$ cat src/rtl/hazard_stall_ctrl.sv
// Pipeline stall/flush controller: load-use bubbles, taken-branch squash, and
// hold of multi-cycle custom-IP ops in ID with a start/ready/done handshake.
module hazard_stall_ctrl #(
   parameter int RA_W       = 5,
   parameter int IP_TIMEOUT = 255,
   parameter int CNT_W      = 16
) (
   input  logic             CLK,
   input  logic             RST,
   input  logic [RA_W-1:0]  rs1_ID,
   input  logic [RA_W-1:0]  rs2_ID,
   input  logic             use_rs1_ID,
   input  logic             use_rs2_ID,
   input  logic [RA_W-1:0]  rd_EX,
   input  logic             memread_EX,
   input  logic             branch_taken_EX,
   input  logic             ip_op_ID,
   input  logic             ip_ready,
   input  logic             ip_done,
   output logic             ip_start,
   output logic             stall_PC,
   output logic             stall_IFID,
   output logic             flush_IFID,
   output logic             flush_IDEX,
   output logic             ip_timeout,
   output logic [1:0]       state_dbg,
   output logic [CNT_W-1:0] stall_cycles
);

   typedef enum logic [1:0] {RUN = 2'd0, IP_REQ = 2'd1, IP_WAIT = 2'd2} state_t;

   localparam int TW = (IP_TIMEOUT <= 2) ? 1 : $clog2(IP_TIMEOUT);

   state_t        state;
   logic [TW-1:0] cnt;
   logic          load_use;
   logic          in_ip;
   logic          tmo_hit;

   assign load_use = memread_EX && (rd_EX != '0) &&
                     ((use_rs1_ID && (rs1_ID == rd_EX)) ||
                      (use_rs2_ID && (rs2_ID == rd_EX)));

   assign in_ip   = (state == IP_REQ) || (state == IP_WAIT);
   // A done in IP_WAIT wins over the timeout in the same cycle.
   assign tmo_hit = in_ip && (cnt == TW'(IP_TIMEOUT - 1)) &&
                    !((state == IP_WAIT) && ip_done);

   // Gated with RST so nothing leaks out combinationally while in reset.
   always_comb begin
      ip_start   = 1'b0;
      stall_PC   = 1'b0;
      stall_IFID = 1'b0;
      flush_IFID = 1'b0;
      flush_IDEX = 1'b0;
      if (!RST) begin
         case (state)
            RUN: begin
               if (branch_taken_EX) begin
                  flush_IFID = 1'b1;
                  flush_IDEX = 1'b1;
               end else if (load_use || ip_op_ID) begin
                  stall_PC   = 1'b1;
                  stall_IFID = 1'b1;
                  flush_IDEX = 1'b1;
               end
            end
            IP_REQ: begin
               if (!tmo_hit) begin
                  ip_start   = 1'b1;
                  stall_PC   = 1'b1;
                  stall_IFID = 1'b1;
                  flush_IDEX = 1'b1;
               end
            end
            IP_WAIT: begin
               if (!ip_done && !tmo_hit) begin
                  stall_PC   = 1'b1;
                  stall_IFID = 1'b1;
                  flush_IDEX = 1'b1;
               end
            end
            default: ;
         endcase
      end
   end

   always_ff @(posedge CLK or posedge RST) begin
      if (RST) begin
         state      <= RUN;
         cnt        <= '0;
         ip_timeout <= 1'b0;
      end else begin
         case (state)
            RUN: begin
               if (!branch_taken_EX && !load_use && ip_op_ID) begin
                  state <= IP_REQ;
                  cnt   <= '0;
               end
            end
            IP_REQ: begin
               cnt <= cnt + TW'(1);
               if (tmo_hit) begin
                  state      <= RUN;
                  ip_timeout <= 1'b1;
               end else if (ip_ready) begin
                  state <= IP_WAIT;
               end
            end
            IP_WAIT: begin
               cnt <= cnt + TW'(1);
               if (ip_done) begin
                  state <= RUN;
               end else if (tmo_hit) begin
                  state      <= RUN;
                  ip_timeout <= 1'b1;
               end
            end
            default: state <= RUN;
         endcase
      end
   end

   always_ff @(posedge CLK or posedge RST) begin
      if (RST)
         stall_cycles <= '0;
      else if (stall_IFID && (stall_cycles != '1))
         stall_cycles <= stall_cycles + CNT_W'(1);
   end

   assign state_dbg = state;

endmodule

$ cat config.mk
export PLATFORM = sky130hd
export DESIGN_NAME = hazard_stall_ctrl
export DESIGN_NICKNAME = d
export VERILOG_FILES = /design/src/rtl/hazard_stall_ctrl.sv
export SDC_FILE = /design/constraint.sdc
export NUM_CORES = 1
export LEC_CHECK = 0
export ABC_AREA = 1
export CAP_MARGIN = 0
export CORE_MARGIN = 3
export CORE_UTILIZATION = 43
export CTS_CLUSTER_DIAMETER = 40
export CTS_CLUSTER_SIZE = 16
export DETAILED_ROUTE_END_ITERATION = 10
export DONT_BUFFER_PORTS = 1
export GPL_ROUTABILITY_DRIVEN = 0
export PLACE_DENSITY = 0.66
export SYNTH_ARGS = -nofsm -noshare
export SYNTH_HDL_FRONTEND = slang
export SYNTH_SLANG_ARGS = --single-unit
$ cat constraint.sdc
create_clock -name CLK -period 2 [get_ports CLK]
set_input_delay 0.2 -clock CLK [delete_from_list [all_inputs] [get_ports CLK]]
set_output_delay 0.2 -clock CLK [all_outputs]
set_load 0.01 [all_outputs]
# == After elaboration in Yosys (flattened, before gate mapping) ==
# Cells that the tools add are included.
# word_totals
reg_bits,27
input_bits,24
out_inout_bits,24
word_cells,68
# classes
addsub,2
eq_ne,10
n_mux,25
reduce_logical,27
# ops
operator,n
$add A16 B1 Y16 const B,1
$ne A16 B16 Y1 const B,1
$pmux W8 S2,1
$mux W1,14
$logic_and A1 B1 Y1,11
$eq A5 B5 Y1,2
$mux W2,5
$add A8 B1 Y8 const B,1
$eq A8 B8 Y1 const B,1
$mux W8,1
$ne A3 B3 Y1 const B,2
$pmux W1 S3,2
$pmux W2 S3,1
$logic_not A1 Y1,5
$reduce_bool A5 Y1,1
$ne A2 B2 Y1 const B,2
$reduce_and A2 Y1,2
$reduce_bool A2 Y1,2
$logic_or A1 B1 Y1,3
$reduce_and A3 Y1,1
$eq A2 B1 Y1 const B,1
$eq A2 B2 Y1 const B,1
$logic_not A2 Y1,1
$pmux W1 S2,1
$reduce_or A2 Y1,1

# == Logic depth before layout (Yosys ltp) ==
# depth
word_depth,10
depth_mapped,14
depth_no_buf,13

# == Least setup slack after synthesis ==
# OpenSTA, ideal clock, no wires.
# synth_path
kind,register to output
start,register state[0] (netlist: state_dbg[0])
end,output port stall_PC
arrival_time_ps,1746
required_ps,1800
setup_slack_ps,54
path_stages_with_launch,10
n_path_buf,1
cell_sequence,dfrtp_1 inv_1 ha_1 nand4_1 nand3b_2 nand3b_2 nand2_2 clkinv_2 a21oi_1 buf_4
# synth_between
elab_chain_cells,9
word_cells_on_any_way,14
classes_between,eq/ne (2); mux (4); reduce/logical (8)
# synth_rtl
item,line,text
"start, declared",34,state_t state;
"start signal, assigned",90,state <= RUN;
"start signal, assigned",97,state <= IP_REQ;
"start signal, assigned",104,state <= RUN;
$eq A2 B1 Y1 / $eq A2 B2 Y1 (equally long branches),n/a,
$logic_or A1 B1 Y1 / $logic_and A1 B1 Y1 (equally long branches),"44, 47",
$logic_and A1 B1 Y1 / $logic_not A1 Y1 (equally long branches),"46, 47",
$logic_and A1 B1 Y1,46,assign tmo_hit = in_ip && (cnt == TW'(IP_TIMEOUT - 1)) &&
$logic_not A1 Y1,77,if (!ip_done && !tmo_hit) begin
$logic_and A1 B1 Y1,77,
$mux W1,n/a,
$pmux W1 S3 *,n/a,
$mux W1 *,n/a,
"end, declared",21,"output logic stall_PC,"
# Mark *: on every way between the ends. The rest lies on a longest branch, timed or not.

# == Final worst setup path ==
# Same ends and word-level chain as after synthesis.

==> impl.org <==
** Route
- After detailed routing, the met3 layer carries 238 um of wire.
- Via-to-Cell Ratio :: 5.05
- Total DRC errors in the routed layout :: 0
- Before antenna repair, the detailed router went through 4 iterations.
- For this block, the initial DRC count from the detailed router was 61.
- In the final routed layout, each cell accounts on average for 12.4 um.
- Detailed-route via count :: 1802
- Signal routing reaches up to met4.
- The final layout contains routed wiring with a total length of 4420 um.
- Summed over all nets, wire length on met2 after detailed routing comes to 2100 um.
- The detailed router put a total of 2030 um of wire on met1.
- In this run the remaining antenna-violating nets after routing total 0.

** Setup path
- Setup slack on the worst flop-to-flop path :: 0.18 ns
- Required time of the critical path :: 1.80 ns
- Largest driver fanout on the critical path :: 3
- STA puts the critical path data arrival time at 1.72 ns.
- Startpoint Class :: flop
- Critical path capture point type :: output port
- The worst setup path is of the reg -> out kind.

** Power and ir drop
- Total power for the finished layout comes to 2.14 mW.
- Sequential power share :: 0.342
- Static leakage :: 1.20 nW
- Power spread over the standard cell area amounts to 940 nW/um^2.
- Largest voltage drop on the vdd net :: 0.616 mV
- The analysis attributes to net switching a power of 959 uW.
- Power share of the clock group :: 0.148
- Internal power comes to 1.18 mW.
- Gate power share :: 0.510
- Switching fraction of total power :: 0.449

** STA
- Final Max Tran Viols :: 0
- For the pin with the worst max-slew slack, the measured transition is 0.565 ns.
- Part of the cycle the worst path needs :: 0.960
- Setup repair after global routing could not meet its margin everywhere.
- The worst pin sits at a relative slew slack of 0.619.
- Maximum achievable frequency :: 521 MHz
- Setup violations remaining at the end of the flow were counted as 0.
- Total count of hold-check failures in the final report :: 0
- For the final database, setup skew stands at 0.00165 ns.
- For the final routed database, the setup TNS stands at 0 ns.
- The clock period could shrink to 1.92 ns.

** Global route
- Global routing finished with a remaining overflow of 0.
- Antenna violations before repair :: 0
- Vias in the first global route :: 1621
- First-pass GRT wire length :: 7220 um
- Pin count of the biggest net entering global routing :: 28
- Overall track demand over capacity in global routing :: 0.166

** Finish
- Final net count :: 337
- In the final layout, the share of cells above drive strength 1 is 0.141.
- From synthesis to final layout, the design area changed by 13.2%.
- Antenna diode instance count :: 0
- Post-route non-filler standard cell count :: 357

** Yosys
- In this run the cell area of the synthesized design comes to 2010 sq um.
- Yosys printed 0 warnings.
- Of all flip-flops after synthesis, the portion carrying an async set or reset was 1.00.
- After synthesis, the cell types taking the most area are sky130_fd_sc_hd__dfrtp_1, sky130_fd_sc_hd__nand2_1, sky130_fd_sc_hd__inv_1, sky130_fd_sc_hd__xor2_1, sky130_fd_sc_hd__nand4_1.
- Synthesis produced a netlist whose cell count is 288.
- For this run, the leading register cell type out of synthesis is sky130_fd_sc_hd__dfrtp_1.
- Commonest cells in the synthesized netlist :: sky130_fd_sc_hd__nand2_1, sky130_fd_sc_hd__inv_1, sky130_fd_sc_hd__dfrtp_1, sky130_fd_sc_hd__nor2_1, sky130_fd_sc_hd__nand4_1
- The synthesized design contains 0 enable-type register cells.
- sky130_fd_sc_hd__dfrtp_1 takes more of the synthesized area than any other cell.
- Avg Inst Size Synth :: 6.97 sq um
- Synth cell types :: 28
- The most common cell in the synthesized netlist is sky130_fd_sc_hd__nand2_1.
- Flip-flop and latch count after synthesis :: 27
- Syn nets :: 319
- Area share of the largest cell type after synthesis :: 0.337
- For this run, the register share of the synthesized area comes to 0.337.

** Flow run
- Across the run, the number of max-cap violations was 0.

** Clock network
- Root cell of the clock tree :: sky130_fd_sc_hd__clkbuf_8
- In this run the number of H-tree levels came out at 1.
- The number of clock buffers added by TritonCTS is 3.
- At the later pin of the worst-skew pair, clock insertion delay measures 0.27 ns.
- Clock slew at reported path FFs :: 0.09 ns
- Clock tree from TritonCTS :: yes
- Buffer levels on the longest clock path :: 2
- For this design, the sink count on the clock tree is 27.

** Place
- After detailed placement, the design holds a cell count of 350.
- Detailed placement ended at an HPWL of 3410 um.
- Input and output buffers added on the ports amount to 0.

** Floorplan
- Effective utilization at floorplan :: 0.452
- I/O pin count :: 48
- Standard-cell rows :: 24
- Core box area :: 4440 sq um
- The die is 74.3 um tall.
- From left edge to right edge, the die measures 74.3 um.
- Area of the die :: 5520 sq um

** Worst hold path
- Worst min-delay path class :: in -> reg

** Status
- Run status :: finished clean
[repair_timing]
item                                    in CTS  in global routing
cloned                                       0                  0
pin swaps                                    0                  4
hold buffers                                 1                  0
gates resized for setup                      6                  7
endpoints found under the hold margin       27                  0
endpoints found under the setup margin       3                 18
setup buffers                                0                  2
[cell families after synthesis]
logic type | share of synthesized area
compound gates | 0.0299
xor+xnor | 0.0829
fa+ha+maj | 0.0436
buf+inv | 0.0948
flops | 0.337
simple gates | 0.412
[worst max-delay path: stages (launching register included)]
cell	delay (ns)
sky130_fd_sc_hd__dfrtp_1	0.40
sky130_fd_sc_hd__inv_2	0.09
sky130_fd_sc_hd__ha_4	0.20
sky130_fd_sc_hd__nand4_1	0.10
sky130_fd_sc_hd__nand3b_4	0.17
sky130_fd_sc_hd__nand3b_4	0.10
sky130_fd_sc_hd__nand2_4	0.08
sky130_fd_sc_hd__inv_4	0.04
sky130_fd_sc_hd__a21oi_2	0.13
sky130_fd_sc_hd__buf_6	0.13
[per-stage QoR]
stage / instance area [sq um] / util / hold slack, ns / worst slack (ns)
2_1_floorplan: 2010 / - / 0.253 / 0.0540
3_3_place_gp: 2150 / 0.483 / 0.175 / 0.154
3_5_place_dp: 2150 / 0.483 / 0.183 / 0.0617
4_1_cts: 2230 / 0.502 / 0.170 / -0.000459
5_1_grt: 2270 / 0.511 / 0.207 / -0.00847
6_report: 2270 / 0.511 / 0.177 / 0.0791
[state kept, by name (all words and copies together), names as in the netlist]
signal        flops
cnt               8
ip_timeout        1
stall_cycles     16
state_dbg         2
[area by class of cell]
| cell class | count | area (sq um) |
|---|---|---|
| Timing Repair Buffer | 18 | 141 |
| Fill cell | 460 | 2170 |
| Tap cell | 52 | 65.1 |
| Clock buffer | 3 | 41.3 |
| Clock inverter | 1 | 5.00 |
| Multi-Input combinational cell | 216 | 1190 |
| Sequential cell | 27 | 676 |
| Inverter | 40 | 153 |
[worst paths after layout]
check	from	end	cells past startpoint
hold reg to reg	cnt[7]$_DFFE_PP0P_	cnt[7]$_DFFE_PP0P_	2
min in group asynchronous	RST	ip_timeout$_DFFE_PP0P_	3
setup / recovery	state_dbg[0]$_DFFE_PP0P_	stall_PC	9
setup reg to reg	state_dbg[0]$_DFFE_PP0P_	stall_cycles[1]$_DFFE_PP0P_	11
hold / removal	RST	stall_cycles[12]$_DFFE_PP0P_	4
max in group asynchronous	RST	cnt[7]$_DFFE_PP0P_	3
[power groups by stage]
stage / Clock (mW) / Combinational [mW] / Sequential (mW)
after floorplan: 0 / 0.698 / 0.759
after global placement: 0 / 0.965 / 0.736
after detailed placement: 0 / 0.977 / 0.737
after CTS: 0.331 / 1.04 / 0.729
after global routing: 0.354 / 1.23 / 0.741
final: 0.317 / 1.09 / 0.731
[layer usage]
metal,track usage,up-vias
met4,0.0534,0
li1,-,946
met1,0.222,821
met3,0.0378,4
met2,0.269,31
met5,0,-
[layout by cell type, fill, tap and decap left out, types with 2 or more instances in the layout]
cell,netlist,layout
sky130_fd_sc_hd__ha_1,7,5
sky130_fd_sc_hd__inv_2,3,6
sky130_fd_sc_hd__clkbuf_8,0,3
sky130_fd_sc_hd__nor2_1,26,26
sky130_fd_sc_hd__nor3_1,9,9
sky130_fd_sc_hd__inv_1,35,32
sky130_fd_sc_hd__xor2_1,14,14
sky130_fd_sc_hd__buf_4,2,16
sky130_fd_sc_hd__nand3b_4,0,2
sky130_fd_sc_hd__o21ai_0,8,8
sky130_fd_sc_hd__xnor2_1,5,5
sky130_fd_sc_hd__nand2_1,99,99
sky130_fd_sc_hd__nand4_1,19,19
sky130_fd_sc_hd__dfrtp_1,27,27
sky130_fd_sc_hd__a21oi_2,0,2
sky130_fd_sc_hd__nand3_1,14,14
sky130_fd_sc_hd__nand2_4,1,3
No activity file was read; power rests on OpenSTA's default activity.
